`src/rtl/idecode_pipe.sv`:
```
// MIPS decode stage: register file, pending-write scoreboard, RAW/WAW stall,
// one output pipeline register towards EX with valid/ready on both sides.
module idecode_pipe #(
   parameter int XLEN  = 32,
   parameter int NREG  = 32,
   parameter int AW    = 5,
   parameter bit WTHRU = 1'b1
) (
   input  logic            clk,
   input  logic            rst_n,
   input  logic            in_valid,
   output logic            in_ready,
   input  logic [31:0]     in_inst,
   input  logic [XLEN-1:0] in_pc,
   input  logic            flush,
   input  logic            wb_we,
   input  logic [AW-1:0]   wb_rd,
   input  logic [XLEN-1:0] wb_wdata,
   input  logic            rel_v,
   input  logic [AW-1:0]   rel_rd,
   output logic            out_valid,
   input  logic            out_ready,
   output logic [XLEN-1:0] out_pc,
   output logic [5:0]      out_opcode,
   output logic [5:0]      out_func,
   output logic [XLEN-1:0] out_rs_val,
   output logic [XLEN-1:0] out_rt_val,
   output logic [XLEN-1:0] out_imm,
   output logic [AW-1:0]   out_rd,
   output logic [NREG-1:0] busy_q
);

   logic [XLEN-1:0] rf_q [NREG];

   logic            out_valid_q, out_valid_d;
   logic [XLEN-1:0] out_pc_q, out_pc_d;
   logic [5:0]      out_opcode_q, out_opcode_d;
   logic [5:0]      out_func_q, out_func_d;
   logic [XLEN-1:0] out_rs_val_q, out_rs_val_d;
   logic [XLEN-1:0] out_rt_val_q, out_rt_val_d;
   logic [XLEN-1:0] out_imm_q, out_imm_d;
   logic [AW-1:0]   out_rd_q, out_rd_d;
   logic [NREG-1:0] busy_d;

   logic [5:0]      opc;
   logic [AW-1:0]   rs_idx, rt_idx, dec_rd;
   logic            rs_used, rt_used;
   logic [XLEN-1:0] dec_imm;
   logic [XLEN-1:0] rs_val, rt_val;
   logic [NREG-1:0] clr_now, busy_eff;
   logic            hazard, adv, fire;

   // shamt field is not needed by this stage
   logic            unused_shamt;
   assign unused_shamt = ^in_inst[10:6];

   // Field extraction, destination/source-use decode and immediate extension
   always_comb begin
      opc     = in_inst[31:26];
      rs_idx  = AW'(in_inst[25:21]);
      rt_idx  = AW'(in_inst[20:16]);
      dec_rd  = '0;
      if (opc == 6'b000000)
         dec_rd = AW'(in_inst[15:11]);
      else if (opc[5:3] == 3'b001 || opc[5:3] == 3'b100)
         dec_rd = AW'(in_inst[20:16]);
      else if (opc == 6'b000011 || (opc == 6'b000001 && in_inst[20]))
         dec_rd = AW'(5'd31);
      rs_used = !(opc == 6'b000010 || opc == 6'b000011);
      rt_used = (opc == 6'b000000) || (opc[5:1] == 5'b00010) || (opc[5:3] == 3'b101);
      if (opc[5:2] == 4'b0011)
         dec_imm = {{(XLEN-16){1'b0}}, in_inst[15:0]};
      else
         dec_imm = {{(XLEN-16){in_inst[15]}}, in_inst[15:0]};
   end

   // Operand read with optional same-cycle writeback bypass; unused sources read 0
   always_comb begin
      rs_val = '0;
      rt_val = '0;
      if (rs_used && rs_idx != '0) begin
         rs_val = rf_q[rs_idx];
         if (WTHRU && wb_we && wb_rd == rs_idx) rs_val = wb_wdata;
      end
      if (rt_used && rt_idx != '0) begin
         rt_val = rf_q[rt_idx];
         if (WTHRU && wb_we && wb_rd == rt_idx) rt_val = wb_wdata;
      end
   end

   // Hazard check against the scoreboard, honouring same-cycle releases when bypassing
   always_comb begin
      clr_now = '0;
      if (rel_v) clr_now[rel_rd] = 1'b1;
      if (wb_we) clr_now[wb_rd]  = 1'b1;
      busy_eff = WTHRU ? (busy_q & ~clr_now) : busy_q;
      hazard   = (rs_used && busy_eff[rs_idx]) ||
                 (rt_used && busy_eff[rt_idx]) ||
                 (dec_rd != '0 && busy_eff[dec_rd]);
      adv      = !out_valid_q || out_ready;
      in_ready = adv && !hazard && !flush;
      fire     = in_valid && in_ready;
   end

   // Scoreboard next state: clears first, so a same-cycle set wins
   always_comb begin
      busy_d = busy_q;
      if (rel_v) busy_d[rel_rd] = 1'b0;
      if (wb_we) busy_d[wb_rd]  = 1'b0;
      if (flush && out_valid_q) busy_d[out_rd_q] = 1'b0;
      if (fire && dec_rd != '0) busy_d[dec_rd] = 1'b1;
      busy_d[0] = 1'b0;
   end

   // Output register next state: load on issue, drop on consume or flush, else hold
   always_comb begin
      out_valid_d  = out_valid_q;
      out_pc_d     = out_pc_q;
      out_opcode_d = out_opcode_q;
      out_func_d   = out_func_q;
      out_rs_val_d = out_rs_val_q;
      out_rt_val_d = out_rt_val_q;
      out_imm_d    = out_imm_q;
      out_rd_d     = out_rd_q;
      if (fire) begin
         out_valid_d  = 1'b1;
         out_pc_d     = in_pc;
         out_opcode_d = opc;
         out_func_d   = in_inst[5:0];
         out_rs_val_d = rs_val;
         out_rt_val_d = rt_val;
         out_imm_d    = dec_imm;
         out_rd_d     = dec_rd;
      end else if (flush || out_ready) begin
         out_valid_d = 1'b0;
      end
   end

   // Output pipeline register and scoreboard state
   always_ff @(posedge clk or negedge rst_n) begin
      if (!rst_n) begin
         out_valid_q  <= 1'b0;
         out_pc_q     <= '0;
         out_opcode_q <= '0;
         out_func_q   <= '0;
         out_rs_val_q <= '0;
         out_rt_val_q <= '0;
         out_imm_q    <= '0;
         out_rd_q     <= '0;
         busy_q       <= '0;
      end else begin
         out_valid_q  <= out_valid_d;
         out_pc_q     <= out_pc_d;
         out_opcode_q <= out_opcode_d;
         out_func_q   <= out_func_d;
         out_rs_val_q <= out_rs_val_d;
         out_rt_val_q <= out_rt_val_d;
         out_imm_q    <= out_imm_d;
         out_rd_q     <= out_rd_d;
         busy_q       <= busy_d;
      end
   end

   // Register file; index 0 is never written
   always_ff @(posedge clk or negedge rst_n) begin
      if (!rst_n) begin
         for (int i = 0; i < NREG; i++) rf_q[i] <= '0;
      end else if (wb_we && wb_rd != '0) begin
         rf_q[wb_rd] <= wb_wdata;
      end
   end

   assign out_valid  = out_valid_q;
   assign out_pc     = out_pc_q;
   assign out_opcode = out_opcode_q;
   assign out_func   = out_func_q;
   assign out_rs_val = out_rs_val_q;
   assign out_rt_val = out_rt_val_q;
   assign out_imm    = out_imm_q;
   assign out_rd     = out_rd_q;

endmodule

```
`config.mk`:
```
export PLATFORM = sky130hd
export DESIGN_NAME = idecode_pipe
export DESIGN_NICKNAME = d
export VERILOG_FILES = /design/src/rtl/idecode_pipe.sv
export SDC_FILE = /design/constraint.sdc
export NUM_CORES = 2
export LEC_CHECK = 0
export CAP_MARGIN = 20
export CORE_MARGIN = 8
export CORE_UTILIZATION = 35
export CTS_BUF_LIST = sky130_fd_sc_hd__clkbuf_4
export CTS_CLUSTER_SIZE = 14
export DETAILED_ROUTE_END_ITERATION = 12
export HOLD_SLACK_MARGIN = 0.06
export PLACE_DENSITY = 0.59
export SYNTH_ARGS = -nofsm -noshare
export SYNTH_HDL_FRONTEND = slang
export SYNTH_SLANG_ARGS = --single-unit
```
`constraint.sdc`:
```
create_clock -name clk -period 3.7 [get_ports clk]
set_input_delay 0.74 -clock clk [delete_from_list [all_inputs] [get_ports clk]]
set_output_delay 0.74 -clock clk [all_outputs]
set_load 0.03 [all_outputs]
```
==> results by group <==
STA
  – Post-route setup slack: -0.409 ns
  – Actual slew at the worst max-slew pin: around 1.1 ns
  – Hold slack final: roughly 0.22 ns
  – Final-report max-slew violation count: 0
  – Final setup fails: 1
  – Setup Skew: ~0.060 ns
  – Setup repair after global routing missed its margin: true
  – Peak Freq: 243 MHz
  – Final count of hold timing violations: 0
  – Max transition margin: between 20% and 30%
  – Clock period minus final worst setup slack: a little over 4 ns
  – Total negative setup slack: -0.409 ns
  – Post-route clock period utilization: 111%

Outcome
  – Violated checks: setup timing
  – Outcome: complete, but fails checks

Synth
  – Cell count after synthesis: between 4k and 5k
  – Total of warnings raised by yosys: 0
  – Fraction of the yosys area taken by sequential cells: 47.1%
  – Flop and latch count out of synthesis: approximately 1.2k
  – Top area cells in the synthesized netlist: dfrtp_1 47%, mux4_2 23%, mux2_2 18%
  – Syn nets: around 4.1k
  – Number of synthesized flops with an enable pin: 0
  – Biggest area consumer among synthesized cells: dfrtp_1
  – Post-Syn Area per Cell: ~16 um^2
  – Share of flip-flops with an asynchronous set or reset after synthesis: 100%
  – Primary FF master, synth: dfrtp_1
  – Cell Area, Synth: between 60000 and 70000 um^2
  – Fraction of synthesized cell area taken by the top area cell type: a little under half
  – Synth cell types: between 70 and 80

Die
  – Die outline height: 439 um
  – Total Die Area: around 190000 um^2
  – Chip width: ~440 um
  – CORE AREA: approximately 180000 um^2
  – Starting density of the core: approximately a third
  – Row count: between 150 and 200
  – Ports placed on the boundary: ~300

Clock tree
  – CTS Buf Count: 335
  – Clock Tree Buf Depth: 4
  – CTS H-tree lvls: 5
  – Register clock-pin slew on the reported worst setup and hold paths: around 0.060 ns
  – Root cell of the clock tree: clkbuf_4
  – TritonCTS clock tree: yes
  – Worst-skew pair later-pin latency: around 1.3 ns
  – Sinks on the clock net: between 1k and 1.5k

GRT
  – Maximum number of pins on one net before global-route repair: around 140
  – Number of antenna violations at the first check in global routing: 11
  – First-pass GRT wire length: ~300 mm
  – Via count of the first global-routing pass: 43.6k
  – Total congestion overflow: 0
  – Overall global routing resource usage: about a fifth

Layout
  – Fill cell count: between 15k and 20k
  – Post-route cell area: approximately 76000 um^2
  – Fraction of layout cells with a size suffix above 1: a little under three fifths
  – Number of nets in the finished design: between 4k and 5k
  – P&R area growth vs syn: 21.0%
  – Share of the core filled with cells: roughly 43%

Hold path
  – Hold Crit Class: in2reg

Routing
  – Total wire length: between 200 and 250 mm
  – Starting DRC count in detailed routing: 3114
  – Post-detailed-route count of antenna-violating nets: 0
  – Vias/cell: between 5 and 6
  – Routed via count: ~41k
  – DRC errors left: 0
  – Pre-Repair DR Iteration Count: 6
  – Mean routed wirelength per cell: 28.6 um

Run
  – Count of maximum capacitance violations: 0

Worst setup path
  – Setup crit end kind: primary output
  – Startpoint types: input pin
  – Most common cell on crit path: buf_4
  – Cell-by-cell trace of the critical path: clkdlybuf4s50_1, buf_4, nor3_2, buf_4, a221o_1, buf_4, buf_4, a211oi_1, o21ai_1, buf_4, and2_1, a31oi_4, buf_12
  – Worst path max stage delay: roughly 0.55 ns
  – Data arrival time of the worst path: 3.37 ns
  – Cell at the slowest stage of the critical path: clkdlybuf4s50_1
  – Kind of critical path: in2out
  – Data required time of the worst path: 2.96 ns
  – Largest fanout of any net on the critical path: 6

Power
  – Power per Cell Area: between 500 and 600 nW/um^2
  – Leakage: about 32 nW
  – Max IR drop VDD: around 270 uV
  – Overall power consumption: 0.0399 W

Placed design
  – Cell area reported after detailed placement: a little over 70000 um^2
  – Detailed-placement wirelength estimate: between 100 and 150 mm
  – Input/output buffers: 290
  – Final RePlAce weighted congestion: about 0.89
-- registers in the layout, indices dropped and copies added (netlist names) --
register / flops
out_valid: 1
out_opcode: 6
out_imm: 12
rf_q: 1024
out_func: 5
out_pc: 32
out_rt_val: 32
out_rs_val: 32
out_rd: 5
busy_q: 31
-- critical path, delay by kind of cell --
kind,cells,cell delay (ns)
buf+inv,7,1.46
compound gates,4,0.94
simple gates,2,0.21
-- layout make-up --
class	count	area [um^2]	area share, %
multi-input cells	2370	31700	41.8
flip-flops and latches	1180	29500	39.0
repair buffers	749	7450	9.84
clock buffers	486	3650	4.81
well taps	2355	2950	3.89
clock inverters	68	443	0.584
inverters	10	42.5	0.0561
diodes	4	10.0	0.0132
-- per-stage QoR --
stage                     instances  setup WS [ns]
after floorplan                4025         -0.184
after global placement         6586         -0.772
after detailed placement       6586         -0.748
after CTS                      7205         -0.486
after global routing           7220         -0.522
final                          7222         -0.409
-- per-layer routing --
metal	vias up	share of wire [%]	GRT usage, %
met2	1509	49	35.3
met4	8	3.8	7.90
met1	22437	41	27.3
met3	426	6.1	4.38
li1	17087	-	-
met5	-	0.027	0
-- logic make-up (layout without fill, tap and decap cells) --
logic type	Yosys count	count (layout)	synth area share, %
and+or+nand+nor	293	293	2.21
buffers and inverters	475	1313	3.17
AOI/OAI and AO/OA	234	234	2.72
DFF	1180	1180	47.1
xor gates and xnor gates	12	12	0.168
other	1	5	0.00599
muxes	1830	1830	44.6
-- power breakdown --
| group | internal, W | switching, W |
|---|---|---|
| Sequential | 0.0155 | 0.00185 |
| Clock | 0.00645 | 0.00560 |
| Combinational | 0.00611 | 0.00442 |
| Total | 0.0281 | 0.0119 |
-- repair_timing --
item | 4_1_cts | 5_1_grt
buffers inserted | 12 | 9
gates cloned | 1 | 1
endpoints found under the hold margin | 1103 | 2
gates resized for setup | 40 | 61
endpoints found under the setup margin | 1 | 1
hold buffers | 52 | 1
pin swaps | 12 | 17
-- cell usage after synthesis, types with 6 or more instances --
master	instances
clkbuf_1	345
nor2_1	151
buf_4	25
nand3b_1	8
nor3_1	20
buf_2	10
nand2_1	43
mux2_1	72
o21ai_0	42
mux2_2	994
a31o_1	11
mux4_2	642
mux2_4	50
o221ai_1	19
a21oi_1	23
dfrtp_1	1180
a211oi_1	76
buf_1	75
nand2b_1	6
xor2_1	9
nand3_1	15
inv_1	9
mux2i_1	72
-- path summary, 6_finish.rpt --
check / slack (ns) / cells after the start / endpoint / startpoint
min reg2reg: 0.39 / 0 / rf_q[1010]$_DFFE_PN0P_ / rf_q[1010]$_DFFE_PN0P_
min in group asynchronous: 0.71 / 4 / rf_q[425]$_DFFE_PN0P_ / rst_n
min: 0.22 / 2 / out_imm[14]$_DFFE_PN0P_ / in_inst[14]
max: -0.41 / 13 / in_ready / in_inst[27]
max in group asynchronous: 2.04 / 5 / rf_q[596]$_DFFE_PN0P_ / rst_n
max reg2reg: 0.72 / 11 / out_rt_val[13]$_DFFE_PN0P_ / busy_q[1]$_DFF_PN0_
-- cell usage in the layout (no fill, tap or decap), types with 56 or more instances in the layout --
cell type	count
nor2_1	124
clkbuf_4	486
mux2_2	993
clkdlybuf4s50_1	263
dfrtp_1	1172
clkinv_1	56
a211oi_1	75
buf_4	330
mux2i_1	72
mux2_1	71
mux4_2	642
buf_12	71
(Power assumes the default switching activity.)
